--- config.mk ---
export PLATFORM = sky130hd
export DESIGN_NAME = mem_responder
export DESIGN_NICKNAME = d
export VERILOG_FILES = /design/src/rtl/cpu8_pkg.sv /design/src/rtl/ram_sp.sv /design/src/rtl/mem_responder.sv
export SDC_FILE = /design/constraint.sdc
export NUM_CORES = 2
export LEC_CHECK = 0
export CAP_MARGIN = 5
export CELL_PAD_IN_SITES_DETAIL_PLACEMENT = 0
export CELL_PAD_IN_SITES_GLOBAL_PLACEMENT = 2
export CORE_MARGIN = 5
export CORE_UTILIZATION = 43
export CTS_CLUSTER_DIAMETER = 120
export DETAILED_ROUTE_END_ITERATION = 12
export HOLD_SLACK_MARGIN = 0.06
export PLACE_DENSITY = 0.79
export SYNTH_ARGS = -nofsm -noshare
export SYNTH_HDL_FRONTEND = slang
export SYNTH_SLANG_ARGS = --single-unit
--- constraint.sdc ---
create_clock -name clk -period 6.08 [get_ports clk]
set_clock_uncertainty 0.2 [all_clocks]
set_input_delay 1.824 -clock clk [delete_from_list [all_inputs] [get_ports clk]]
set_output_delay 1.824 -clock clk [all_outputs]
set_load 0.02 [all_outputs]
--- src/rtl/cpu8_pkg.sv ---
// Shared CPU bus definitions: widths, bus FSM encodings and I/O register map.
package cpu8_pkg;

  localparam int unsigned DATA_W = 8;
  localparam int unsigned ADDR_W = 16;
  localparam int unsigned CNT_W  = 4;

  typedef enum logic [1:0] {
    IDLE = 2'd0,
    WAIT = 2'd1,
    RESP = 2'd2
  } bus_state_t;

  localparam int unsigned GPIO_OUT = 0;
  localparam int unsigned GPIO_IN  = 1;
  localparam int unsigned STATUS   = 2;

  localparam logic [DATA_W-1:0] UNMAPPED_READ = 8'hFF;

endpackage

--- src/rtl/ram_sp.sv ---
// Synchronous single-port RAM: write and registered read on enabled edges.
module ram_sp #(
  parameter int unsigned AW = 8,
  parameter int unsigned DW = 8
) (
  input  logic          clk,
  input  logic          en,
  input  logic          we,
  input  logic [AW-1:0] addr,
  input  logic [DW-1:0] wdata,
  output logic [DW-1:0] rdata
);

  logic [DW-1:0] mem [0:(1<<AW)-1];

  // Storage array and read register; contents survive reset.
  always_ff @(posedge clk) begin
    if (en) begin
      if (we) mem[addr] <= wdata;
      rdata <= mem[addr];
    end
  end

endmodule

--- src/rtl/mem_responder.sv ---
// Memory-bus target: wait-state handshake, RAM window and three I/O registers.
module mem_responder
  import cpu8_pkg::*;
#(
  parameter int unsigned DATA_WIDTH     = DATA_W,
  parameter int unsigned ADDR_WIDTH     = ADDR_W,
  parameter int unsigned RAM_ADDR_WIDTH = 8,
  parameter int unsigned WAIT_STATES    = 1,
  parameter logic [ADDR_WIDTH-1:0] IO_BASE = 16'hFF00
) (
  input  logic                  clk,
  input  logic                  rst,
  input  logic                  mem_req,
  input  logic                  mem_rw,
  input  logic [ADDR_WIDTH-1:0] mem_addr,
  input  logic [DATA_WIDTH-1:0] mem_data,
  output logic [DATA_WIDTH-1:0] mem_Q,
  output logic                  mem_ready,
  output logic                  mem_err,
  output logic [DATA_WIDTH-1:0] gpio_out,
  input  logic [DATA_WIDTH-1:0] gpio_in
);

  localparam int unsigned RAM_DEPTH = 1 << RAM_ADDR_WIDTH;

  bus_state_t              state;
  logic [CNT_W-1:0]        cnt;
  logic                    lat_rw;
  logic [ADDR_WIDTH-1:0]   lat_addr;
  logic [DATA_WIDTH-1:0]   lat_data;
  logic                    sticky_err;
  logic                    rsp_ram;
  logic                    rsp_err;
  logic [DATA_WIDTH-1:0]   rsp_io;
  logic [DATA_WIDTH-1:0]   ram_rdata;

  logic                    acc_rw;
  logic [ADDR_WIDTH-1:0]   acc_addr;
  logic [DATA_WIDTH-1:0]   acc_data;
  logic                    commit_c;
  logic                    hit_ram, hit_gout, hit_gin, hit_stat, hit_none;
  logic [DATA_WIDTH-1:0]   rd_io_c;

  // Select the access being committed (bus directly when committing from IDLE) and decode it.
  always_comb begin
    acc_rw   = lat_rw;
    acc_addr = lat_addr;
    acc_data = lat_data;
    if (state == IDLE) begin
      acc_rw   = mem_rw;
      acc_addr = mem_addr;
      acc_data = mem_data;
    end

    commit_c = 1'b0;
    if (state == IDLE && mem_req && WAIT_STATES == 0) commit_c = 1'b1;
    if (state == WAIT && cnt == CNT_W'(1))           commit_c = 1'b1;

    hit_ram  = 32'(acc_addr) < 32'(RAM_DEPTH);
    hit_gout = !hit_ram && (acc_addr == IO_BASE + ADDR_WIDTH'(GPIO_OUT));
    hit_gin  = !hit_ram && (acc_addr == IO_BASE + ADDR_WIDTH'(GPIO_IN));
    hit_stat = !hit_ram && (acc_addr == IO_BASE + ADDR_WIDTH'(STATUS));
    hit_none = !(hit_ram || hit_gout || hit_gin || hit_stat);

    rd_io_c = DATA_WIDTH'(UNMAPPED_READ);
    if (hit_gout)      rd_io_c = gpio_out;
    else if (hit_gin)  rd_io_c = gpio_in;
    else if (hit_stat) rd_io_c = {{(DATA_WIDTH-1){1'b0}}, sticky_err};
  end

  ram_sp #(
    .AW(RAM_ADDR_WIDTH),
    .DW(DATA_WIDTH)
  ) u_ram (
    .clk  (clk),
    .en   (commit_c && !rst),
    .we   (acc_rw && hit_ram),
    .addr (acc_addr[RAM_ADDR_WIDTH-1:0]),
    .wdata(acc_data),
    .rdata(ram_rdata)
  );

  // Bus FSM, commit-time side effects and registered response outputs.
  always_ff @(posedge clk) begin
    if (rst) begin
      state      <= IDLE;
      cnt        <= '0;
      lat_rw     <= 1'b0;
      lat_addr   <= '0;
      lat_data   <= '0;
      mem_Q      <= '0;
      mem_ready  <= 1'b0;
      mem_err    <= 1'b0;
      gpio_out   <= '0;
      sticky_err <= 1'b0;
      rsp_ram    <= 1'b0;
      rsp_err    <= 1'b0;
      rsp_io     <= '0;
    end else begin
      mem_ready <= 1'b0;
      mem_err   <= 1'b0;
      case (state)
        IDLE: begin
          if (mem_req) begin
            lat_rw   <= mem_rw;
            lat_addr <= mem_addr;
            lat_data <= mem_data;
            cnt      <= CNT_W'(WAIT_STATES);
            state    <= (WAIT_STATES == 0) ? RESP : WAIT;
          end
        end
        WAIT: begin
          cnt <= cnt - CNT_W'(1);
          if (cnt == CNT_W'(1)) state <= RESP;
        end
        RESP: begin
          mem_ready <= 1'b1;
          mem_err   <= rsp_err;
          if (!lat_rw) mem_Q <= rsp_ram ? ram_rdata : rsp_io;
          state <= IDLE;
        end
        default: state <= IDLE;
      endcase

      if (commit_c) begin
        rsp_ram    <= hit_ram;
        rsp_err    <= hit_none;
        rsp_io     <= rd_io_c;
        if (acc_rw && hit_gout) gpio_out <= acc_data;
        sticky_err <= (sticky_err && !(acc_rw && hit_stat && acc_data[0])) || hit_none;
      end
    end
  end

endmodule
==> impl_metrics.ini <==
[status]
run_status = complete, no violations

[sta]
setup_violations = 0
worstMarginPinSlew_ns = 1.19
maxSlewHeadroom = 0.196
rsz0062_at_grt = no
drv_slew = 0
maxClockFrequency_ghz = 0.172
whs_ns = 0.258
final_period_minus_worst_setup_slack_ns = 5.81
timing.final.hold_violations = 0
worst_slack_ns = 0.269
min_period_over_period = 0.956

[cells_and_area]
filler_cell_count = 14700
post_route_cells_drive_above_1_share = 0.164
final_core_util = 0.508
mostFrequentLayoutCell = sky130_fd_sc_hd__edfxtp_1
flow.area_growth_from_synthesis_pct = 17.7
most_used_cells_in_the_layout_excluding_fill_and_tap_cells = sky130_fd_sc_hd__edfxtp_1, sky130_fd_sc_hd__a22oi_1, sky130_fd_sc_hd__a21oi_1, sky130_fd_sc_hd__buf_4, sky130_fd_sc_hd__nor2_1
nNetsFinal = 5226

[placement]
dpl_worst_slack_ns = -0.441
dp_hpwl_mm = 136
gp_routability_congestion = 0.833
place.port_buffers = 53

[worst_setup_path]
reg2reg_from = state[1]$_SDFFE_PP0P_
critical_path_peak_fanout = 48
required_ns = 6.44
critical-path-slowest-cell = sky130_fd_sc_hd__o41ai_1
cp_cell_sequence = clkdlybuf4s50_1, or4b_2, o21ai_4, buf_12, buf_12, a22oi_1, a21oi_1, o41ai_1, a41oi_1, or4_1
critical_path.n_buffers_inverters = 3
timing.critical_path.arrival_ns = 6.17
critical_path.top_delay_family = compound AO/OA/AOI/OAI gates
crit_path_max_incr_delay_ns = 1.07
r2r_slack_ns = 0.63
worst-setup-path-type = in -> reg
critical_path.startpoint = mem_addr[0]
crit_path_frequent_cell = sky130_fd_sc_hd__buf_12
end_kind = register
start_kind = input pin

[power_and_ir_drop]
ir_worst_vdd_uv = 297
internal_power_mw = 24.7
proportion_of_power_drawn_by_combinational_gates = 0.091
p_total_mw = 32.4
switching_share = 0.238
leak_nw = 28.9
switchingPower_mw = 7.69
sequentialPowerShare = 0.505
power_density_nw_per_um2 = 348
pwr-share-clk = 0.404

[logic_synthesis]
synth_compound_area_frac = 0.155
netlist_instances = 4760
mappedNetlistNets = 4798
synth.avg_cell_area_um2 = 16.6
synthSimpleGateAreaFrac = 0.0259
synth_fa_ha_area_frac = 0.000317
edff_count_synth = 2056
post_synth_mux_area_share = 0.00127
postSynth.topFlopCell = sky130_fd_sc_hd__edfxtp_1
yosysUniqueCellTypes = 48
synth.yosys.seq_area_share = 0.797
dominant_combinational_cell_family_by_area_after_synthesis = compound AO/OA/AOI/OAI gates
mappedNetlistArea_um2 = 78900
asyncSetResetFlopFracSynth = 0
ys.warnings.count = 0
synthXorXnorAreaFrac = 0
ys_seq_elements = 2116

[grt]
antenna_found_initial = 5
pin_count_of_the_biggest_net_entering_global_routing = 139
via_count_of_the_first_global_routing_pass = 45700
global_route.usage.total = 0.227
grt_first_pass_wirelength_mm = 321
total_grt_overflow = 0

[clocking]
post_cts_hold_buffer_count = 0
post_cts_resize_count = 0
clock_path_buffers = 3
total_clock_sinks = 2116
cts.clk_slew.worst_paths_ns = 0.06
tritoncts = built
cts_buffers = 208
cts_post_setup_buffers_inserted = 0
clock_tree.root_cell = sky130_fd_sc_hd__clkbuf_16
clk-insertion-delay-late_ns = 0.87
cts.htree.levels = 4

[detailed_routing]
detail_route.drc_violations = 0
detail_route.first_pass.iterations = 6
drt-initial-drc-count = 5451
wire_per_inst_um = 28.3
avgViaCountPerCell = 6.00
detail_route_antenna_nets = 0
total_length_of_routed_wires_mm = 222
vias = 47000

[floorplan]
die_span_x_um = 438
floorplan.die.height_um = 438
die_area_um2 = 192000
core_region_area_um2 = 183000
top_ports = 54
start_util = 0.432
standard_cell_row_count = 157

[run]
cap_viol_max_count = 0

[worst_hold_path]
worstHoldPathType = reg -> reg
hold_path.startpoint = lat_data[0]$_SDFFE_PP0P_
metrics by stage:
stage / cell area (µm²) / setup TNS, ns / std cells
after floorplan: 78900 / 0 / 4760
after global routing: 92900 / 0 / 7832
after CTS: 92900 / 0 / 7831
final: 92900 / 0 / 7832
after global placement: 85900 / -0.858 / 7442
after detailed placement: 85900 / -0.765 / 7442
final cells by class:
type | instances | area, µm² | share of cell area
Antenna cell | 1 | 2.50 | 0.0000269
Clock buffer | 239 | 5320 | 0.0573
Clock inverter | 150 | 1700 | 0.0183
Inverter | 6 | 30.0 | 0.000323
Multi-Input combinational cell | 2280 | 14600 | 0.157
Sequential cell | 2116 | 62900 | 0.677
Tap cell | 2464 | 3080 | 0.0332
Timing Repair Buffer | 576 | 5270 | 0.0566
registers in the layout, indices dropped and copies added (netlist names), 2 cells and up:
signal       cells
u_ram.mem     2048
mem_Q            8
gpio_out         8
rsp_io           8
state            2
lat_data         8
u_ram.rdata      8
lat_addr        16
cnt              4
routing by layer:
metal	share of wire	track usage	vias up
met5	0.000059	0	-
met4	0.030	0.0676	2
met3	0.084	0.0436	333
met2	0.48	0.366	2143
met1	0.41	0.316	24100
li1	-	-	20400
worst paths after layout:
check                             endpoint  depth (start not counted)
setup / recovery  u_ram.rdata[2]$_DFFE_PP_                         10
hold / removal    lat_data[0]$_SDFFE_PP0P_                          2
setup reg to reg  u_ram.rdata[2]$_DFFE_PP_                          9
hold reg to reg   lat_data[0]$_SDFFE_PP0P_                          2
cells by family after synthesis:
kind of cell / count (synthesis)
AOI/OAI and AO/OA: 1786
buffers and inverters: 364
DFF: 2116
muxes: 10
adders and majority gates: 2
and+or+nand+nor: 482
Yosys cell counts (12+ instances only):
cell type / n / area (µm²)
sky130_fd_sc_hd__or4_1: 12 / 90.1
sky130_fd_sc_hd__o41ai_1: 128 / 1120
sky130_fd_sc_hd__nand2b_1: 12 / 75.1
sky130_fd_sc_hd__or3_1: 12 / 75.1
sky130_fd_sc_hd__edfxtp_1: 2056 / 61700
sky130_fd_sc_hd__dfxtp_1: 60 / 1200
sky130_fd_sc_hd__a22oi_1: 1024 / 7690
sky130_fd_sc_hd__a41oi_1: 32 / 280
sky130_fd_sc_hd__nor2_1: 286 / 1070
sky130_fd_sc_hd__a21oi_1: 551 / 2760
sky130_fd_sc_hd__clkbuf_1: 189 / 709
sky130_fd_sc_hd__nand2_1: 117 / 439
sky130_fd_sc_hd__buf_1: 30 / 113
sky130_fd_sc_hd__buf_2: 129 / 646
power groups by stage:
stage          clock [mW]  combinational, mW  sequential [mW]
3_5_place_dp            0               2.94             16.7
2_1_floorplan           0               1.48             16.8
4_1_cts              13.2               2.94             16.4
5_1_grt              13.9               3.11             16.4
6_report             13.1               2.93             16.4
3_3_place_gp            0               2.90             16.7
tightest hold or removal path, delay by kind of cell, from the launching register on:
| kind | cells | cell delay [ns] |
|---|---|---|
| AO/OA/AOI/OAI | 1 | 0.05 |
| flip-flops | 1 | 0.31 |
| AND/OR/NAND/NOR | 1 | 0.05 |
Note: power is estimated with default switching activity, not from simulation.
